<file path="src/rtl/result_writeback_packer.sv">
// Collects deskewed result rows, packs them as INT32 passthrough or INT8 requantised
// words, and streams them to SRAM through a 2-entry write FIFO at consecutive addresses.
module result_writeback_packer #(
    parameter int ARRAY_SIZE = 4,
    parameter int ACC_WIDTH  = 32,
    parameter int SRAM_WIDTH = 256,
    parameter int ADDR_WIDTH = 20
) (
    input  logic                            clk,
    input  logic                            rst_n,
    input  logic                            cfg_start,
    input  logic [ADDR_WIDTH-1:0]           cfg_base_addr,
    input  logic [15:0]                     cfg_rows,
    input  logic                            cfg_mode,
    input  logic [4:0]                      cfg_shift,
    output logic                            busy,
    output logic                            done,
    input  logic [ARRAY_SIZE*ACC_WIDTH-1:0] in_data,
    input  logic                            in_valid,
    output logic                            in_ready,
    output logic                            sram_wr_en,
    input  logic                            sram_wr_ready,
    output logic [ADDR_WIDTH-1:0]           sram_wr_addr,
    output logic [SRAM_WIDTH-1:0]           sram_wr_data
);

    generate
        if (ARRAY_SIZE * ACC_WIDTH > SRAM_WIDTH) begin : g_width_check
            $error("result_writeback_packer: ARRAY_SIZE*ACC_WIDTH exceeds SRAM_WIDTH");
        end
    endgenerate

    localparam logic signed [ACC_WIDTH:0] Q_MAX = (ACC_WIDTH+1)'(127);
    localparam logic signed [ACC_WIDTH:0] Q_MIN = (ACC_WIDTH+1)'(-128);

    typedef enum logic [1:0] {IDLE, RUN, DRAIN, DONE} state_t;

    state_t                  state_reg, state_next;
    logic [15:0]             rows_reg;
    logic [15:0]             acc_cnt_reg;
    logic                    mode_reg;
    logic [4:0]              shift_reg;
    logic [ADDR_WIDTH-1:0]   addr_ptr_reg;

    logic [ADDR_WIDTH-1:0]   fifo_addr_reg [2];
    logic [SRAM_WIDTH-1:0]   fifo_data_reg [2];
    logic                    wr_ptr_reg;
    logic                    rd_ptr_reg;
    logic [1:0]              count_reg;
    logic [1:0]              count_after_pop;

    logic                    push;
    logic                    pop;
    logic                    last_row;
    logic signed [ACC_WIDTH:0] round_val;
    logic [ACC_WIDTH-1:0]    lane_int32 [ARRAY_SIZE];
    logic [7:0]              lane_int8  [ARRAY_SIZE];
    logic [SRAM_WIDTH-1:0]   packed_row;

    // Rounding constant is half an LSB of the shifted result, zero for no shift.
    always_comb begin
        round_val = '0;
        if (shift_reg != 5'd0) begin
            round_val = (ACC_WIDTH+1)'(1) << (shift_reg - 5'd1);
        end
    end

    // One extra bit of headroom keeps value + rounding from overflowing.
    generate
        for (genvar gi = 0; gi < ARRAY_SIZE; gi++) begin : g_lane
            logic signed [ACC_WIDTH-1:0] lane_v;
            logic signed [ACC_WIDTH:0]   lane_rnd;
            logic signed [ACC_WIDTH:0]   lane_shf;

            assign lane_v   = in_data[gi*ACC_WIDTH +: ACC_WIDTH];
            assign lane_rnd = {lane_v[ACC_WIDTH-1], lane_v} + round_val;
            assign lane_shf = lane_rnd >>> shift_reg;
            assign lane_int32[gi] = lane_v;

            always_comb begin
                if (lane_shf > Q_MAX) begin
                    lane_int8[gi] = 8'h7F;
                end else if (lane_shf < Q_MIN) begin
                    lane_int8[gi] = 8'h80;
                end else begin
                    lane_int8[gi] = lane_shf[7:0];
                end
            end
        end
    endgenerate

    always_comb begin
        packed_row = '0;
        for (int i = 0; i < ARRAY_SIZE; i++) begin
            if (mode_reg) begin
                packed_row[i*8 +: 8] = lane_int8[i];
            end else begin
                packed_row[i*ACC_WIDTH +: ACC_WIDTH] = lane_int32[i];
            end
        end
    end

    // in_ready looks at occupancy after this cycle's pop so a full FIFO can refill in-cycle.
    assign sram_wr_en      = (count_reg != 2'd0);
    assign pop             = sram_wr_en & sram_wr_ready;
    assign count_after_pop = count_reg - {1'b0, pop};
    assign in_ready        = (state_reg == RUN) && (acc_cnt_reg < rows_reg) && (count_after_pop != 2'd2);
    assign push            = in_valid & in_ready;
    assign last_row        = (acc_cnt_reg == rows_reg - 16'd1);
    assign sram_wr_addr    = sram_wr_en ? fifo_addr_reg[rd_ptr_reg] : '0;
    assign sram_wr_data    = sram_wr_en ? fifo_data_reg[rd_ptr_reg] : '0;

    always_comb begin
        state_next = state_reg;
        busy       = 1'b1;
        done       = 1'b0;
        case (state_reg)
            IDLE: begin
                busy = 1'b0;
                if (cfg_start) begin
                    state_next = (cfg_rows == 16'd0) ? DONE : RUN;
                end
            end
            RUN: begin
                if (push && last_row) begin
                    state_next = DRAIN;
                end
            end
            DRAIN: begin
                if (count_reg == 2'd0 || (count_reg == 2'd1 && pop)) begin
                    state_next = DONE;
                end
            end
            DONE: begin
                done       = 1'b1;
                state_next = IDLE;
            end
            default: state_next = IDLE;
        endcase
    end

    always_ff @(posedge clk or negedge rst_n) begin
        if (!rst_n) begin
            state_reg    <= IDLE;
            rows_reg     <= '0;
            acc_cnt_reg  <= '0;
            mode_reg     <= 1'b0;
            shift_reg    <= '0;
            addr_ptr_reg <= '0;
        end else begin
            state_reg <= state_next;
            if (state_reg == IDLE && cfg_start) begin
                rows_reg     <= cfg_rows;
                mode_reg     <= cfg_mode;
                shift_reg    <= cfg_shift;
                addr_ptr_reg <= cfg_base_addr;
                acc_cnt_reg  <= '0;
            end else if (push) begin
                acc_cnt_reg  <= acc_cnt_reg + 16'd1;
                addr_ptr_reg <= addr_ptr_reg + ADDR_WIDTH'(1);
            end
        end
    end

    always_ff @(posedge clk or negedge rst_n) begin
        if (!rst_n) begin
            for (int i = 0; i < 2; i++) begin
                fifo_addr_reg[i] <= '0;
                fifo_data_reg[i] <= '0;
            end
            wr_ptr_reg <= 1'b0;
            rd_ptr_reg <= 1'b0;
            count_reg  <= '0;
        end else begin
            if (push) begin
                fifo_addr_reg[wr_ptr_reg] <= addr_ptr_reg;
                fifo_data_reg[wr_ptr_reg] <= packed_row;
                wr_ptr_reg                <= ~wr_ptr_reg;
            end
            if (pop) begin
                rd_ptr_reg <= ~rd_ptr_reg;
            end
            count_reg <= count_reg + {1'b0, push} - {1'b0, pop};
        end
    end

endmodule

</file>
<file path="config.mk">
export PLATFORM = sky130hd
export DESIGN_NAME = result_writeback_packer
export DESIGN_NICKNAME = d
export VERILOG_FILES = /design/src/rtl/result_writeback_packer.sv
export SDC_FILE = /design/constraint.sdc
export NUM_CORES = 2
export LEC_CHECK = 0
export BUFFER_PORTS_ARGS = -buffer_cell sky130_fd_sc_hd__buf_2
export CORE_MARGIN = 2
export CORE_UTILIZATION = 40
export CTS_CLUSTER_DIAMETER = 100
export DETAILED_ROUTE_END_ITERATION = 8
export PLACE_DENSITY = 0.66
export SKIP_CTS_REPAIR_TIMING = 1
export SYNTH_ARGS = -nofsm -noshare
export SYNTH_HDL_FRONTEND = slang
export SYNTH_SLANG_ARGS = --single-unit
</file>
<file path="constraint.sdc">
create_clock -name clk -period 15.3 [get_ports clk]
set_input_delay 2.295 -clock clk [delete_from_list [all_inputs] [get_ports clk]]
set_output_delay 2.295 -clock clk [all_outputs]
set_load 0.02 [all_outputs]
</file>
==> results.toml <==
[status]
status = "finished, violations left"
violations = "max-capacitance violations"

[logic_synthesis]
yosys_warnings = 0
ys_seq_area_frac = 0.218
synth.top_cell.area_share = 0.218
synth-edff-count = 0
synthMuxAreaShare = 0.0753
synthCells = 5654
synth_common_cells = "nand2_1, nor2_1, o21ai_0"
synth.avg_cell_area_um2 = 7.32
synth-xor-area-share = 0.0362
synth_area_leaders = "dfrtp_1, nand2_1, o21ai_0, mux2i_1, nor2_1"
async_flop_share = 1.00
yosysTopAreaCell = "dfrtp_1"
yosysMostFrequentCell = "nand2_1"
synth_compound_gate_area_share = 0.306
syn_area_um2 = 41400
synth-seq-cells = 360
synth_cell_types = 117
synth_flop_cell = "dfrtp_1"
synth_top_family_by_area = "compound AO/OA/AOI/OAI gates"
synth-simple-area-share = 0.253
synth_fa_ha_area_frac = 0.0369

[drt]
drt_wl_total_mm = 205
drc = 0
antenna_left = 0
routed-via-count = 47900
drt_iter0_drc = 6493
drt_first_pass_iters = 8
viasPerCell = 6.75
wire_per_inst_um = 28.8

[sta]
hold_violations = 0
worst_slew_pin_slew_ns = 1.47
report.final.slew_viol_count = 0
setup_tns_ns = 0
rsz0062_at_grt = "false"
fin_worst_skew_ns = 0.0209
fin_crit_ns = 9.46
setup_viol = 0
whs_ns = 0.475
max-slew-margin-rel = 0.0110
fmax_mhz = 106
min_period_over_period = 0.618

[finish]
largest_reg_flops = 256
nets = 5971
fillers = 10500
multi_input_area_um2 = 29900
seq_area_um2 = 9030
layout-drive-gt1-share = 0.126
layout.cells.non_filler = 7103
design_area_um2 = 45100
area_growth_pct = 8.89

[clocking]
htree_levels = 2
clock-sinks = 360
path_clk_slew_ns = 0.06
cts_root_buf = "clkbuf_16"
cts_tree = "done"
cts_buffers = 46
clk_latency_ns = 0.64
cts_buffer_depth = 3

[power]
powerDensity_nw_per_um2 = 222
leakage_uw = 0.0195
finalPower_uw = 9990
max-vdd-ir-drop_uv = 137

[worst_setup_path]
cp-start-kind = "register"
worst_setup_path_end_kind = "register"
cp.arrival_ns = 10.02
crit_type = "register to register"
crit_fanout = 47
crit_required_ns = 15.86

[place]
postPlaceCellArea_um2 = 43500
dp_cells = 7006
gp_congestion = 1.09
post-dp-hpwl_mm = 153
port_buffers = 326

[global_routing]
grt_use_met1 = 0.483
grt_use_met2 = 0.527
grt_pass1_vias = 43100
grt_start_max_net_pins = 157
grt_usage = 0.366
grt_pass1_wl_mm = 295
met3_usage = 0.0935
antenna_found_initial = 14
globalRouteOverflowTotal = 0
grt.busiest_layer = "met2"

[die]
initial_core_util = 0.405
die_h_um = 326
core-area_um2 = 102000
die_x_um = 326
ios = 455
die_area_um2 = 106000
rows = 117

[job]
cap_violations = 1

[hold_path]
hold_class = "register to register"
[placed cells by master (no fill, tap or decap), types with 27 or more instances in the layout]
| cell | count |
|---|---|
| xnor2_1 | 113 |
| mux2i_1 | 241 |
| a21oi_1 | 247 |
| buf_2 | 325 |
| or4_1 | 28 |
| a221oi_1 | 29 |
| inv_1 | 85 |
| o211ai_1 | 97 |
| ha_1 | 110 |
| nand4_1 | 82 |
| o31ai_1 | 41 |
| nor4_1 | 47 |
| or2_2 | 33 |
| buf_4 | 108 |
| clkbuf_16 | 46 |
| o21ai_0 | 503 |
| o221ai_1 | 43 |
| conb_1 | 132 |
| xor2_1 | 58 |
| nand3_1 | 157 |
| o22ai_1 | 38 |
| dfrtp_1 | 353 |
| mux2_2 | 27 |
| and3_1 | 63 |
| a21o_1 | 80 |
| nand2_1 | 819 |
| and2_1 | 69 |
| o2111ai_1 | 38 |
| nor3_1 | 132 |
| or3_1 | 81 |
| a31oi_1 | 110 |
| a211oi_1 | 93 |
| a22oi_1 | 39 |
| nor2_1 | 503 |
| o21a_1 | 41 |
[report_power, final]
part           leakage [uW]  switching [uW]  total [uW]  internal [uW]
registers           0.00452             320        1660           1340
logic                0.0142            5060        7210           2140
clock network      0.000757             476        1120            648
total                0.0195            5860        9990           4130
[layout make-up]
| class | count | share of cell area |
|---|---|---|
| antenna | 12 | 0.000667 |
| timing repair buffer | 436 | 0.0553 |
| tap | 1368 | 0.0380 |
| multi-input combinational | 4750 | 0.663 |
| sequential | 360 | 0.200 |
| clock buffer | 62 | 0.0282 |
| clock inverter | 23 | 0.00628 |
| inverter | 92 | 0.00783 |
[kinds of logic after synthesis]
kind of cell	after synthesis
simple gates	2210
flops	360
fa+ha+maj	125
compound gates	1826
buf+inv	675
mux	286
xor+xnor	171
other cells	1
[path summary, 6_finish.rpt]
path / startpoint / endpoint / slack (ns) / cells past startpoint
max: shift_reg[3] / fifo_data_reg[19] / 5.84 / 22
min: fifo_addr_reg[17] / fifo_addr_reg[17] / 0.47 / 2
max reg2reg: shift_reg[3] / fifo_data_reg[19] / 5.84 / 22
min reg2reg: fifo_addr_reg[17] / fifo_addr_reg[17] / 0.47 / 2
max in group asynchronous: rst_n / fifo_data_reg[268] / 11.48 / 3
min in group asynchronous: rst_n / fifo_data_reg[344] / 1.60 / 1
[metrics by stage]
step,setup slack (ns),utilization
floorplan,7.42,-
global placement,6.63,0.425
detailed placement,6.52,0.425
CTS,6.49,0.441
global route,5.68,0.441
finish,5.84,0.441
[metal layers]
layer	part of all wire	routed length (um)	up-vias
met3	0.11	22500	721
met4	0.077	15700	6
met1	0.40	82400	23100
li1	-	-	20900
met2	0.41	84000	3194
met5	0.00021	44	-
[critical path, stage by stage, from the launching register on]
cell	delay (ns)
dfrtp_4	0.81
buf_4	0.56
inv_2	0.34
nor2_1	0.22
buf_4	0.24
nand2_1	0.09
nor2_1	0.68
ha_1	0.56
nand3_1	0.13
a21oi_1	0.25
o21bai_1	0.22
or4_1	0.71
a21oi_1	0.30
o21ai_1	0.21
a311oi_1	0.72
and2_1	0.55
nand2_1	0.26
o2111ai_1	0.21
mux2i_1	0.18
or4_1	0.60
nor4_2	0.96
o221ai_1	0.32
a21oi_1	0.22
Note: power is estimated with default switching activity, not from simulation.
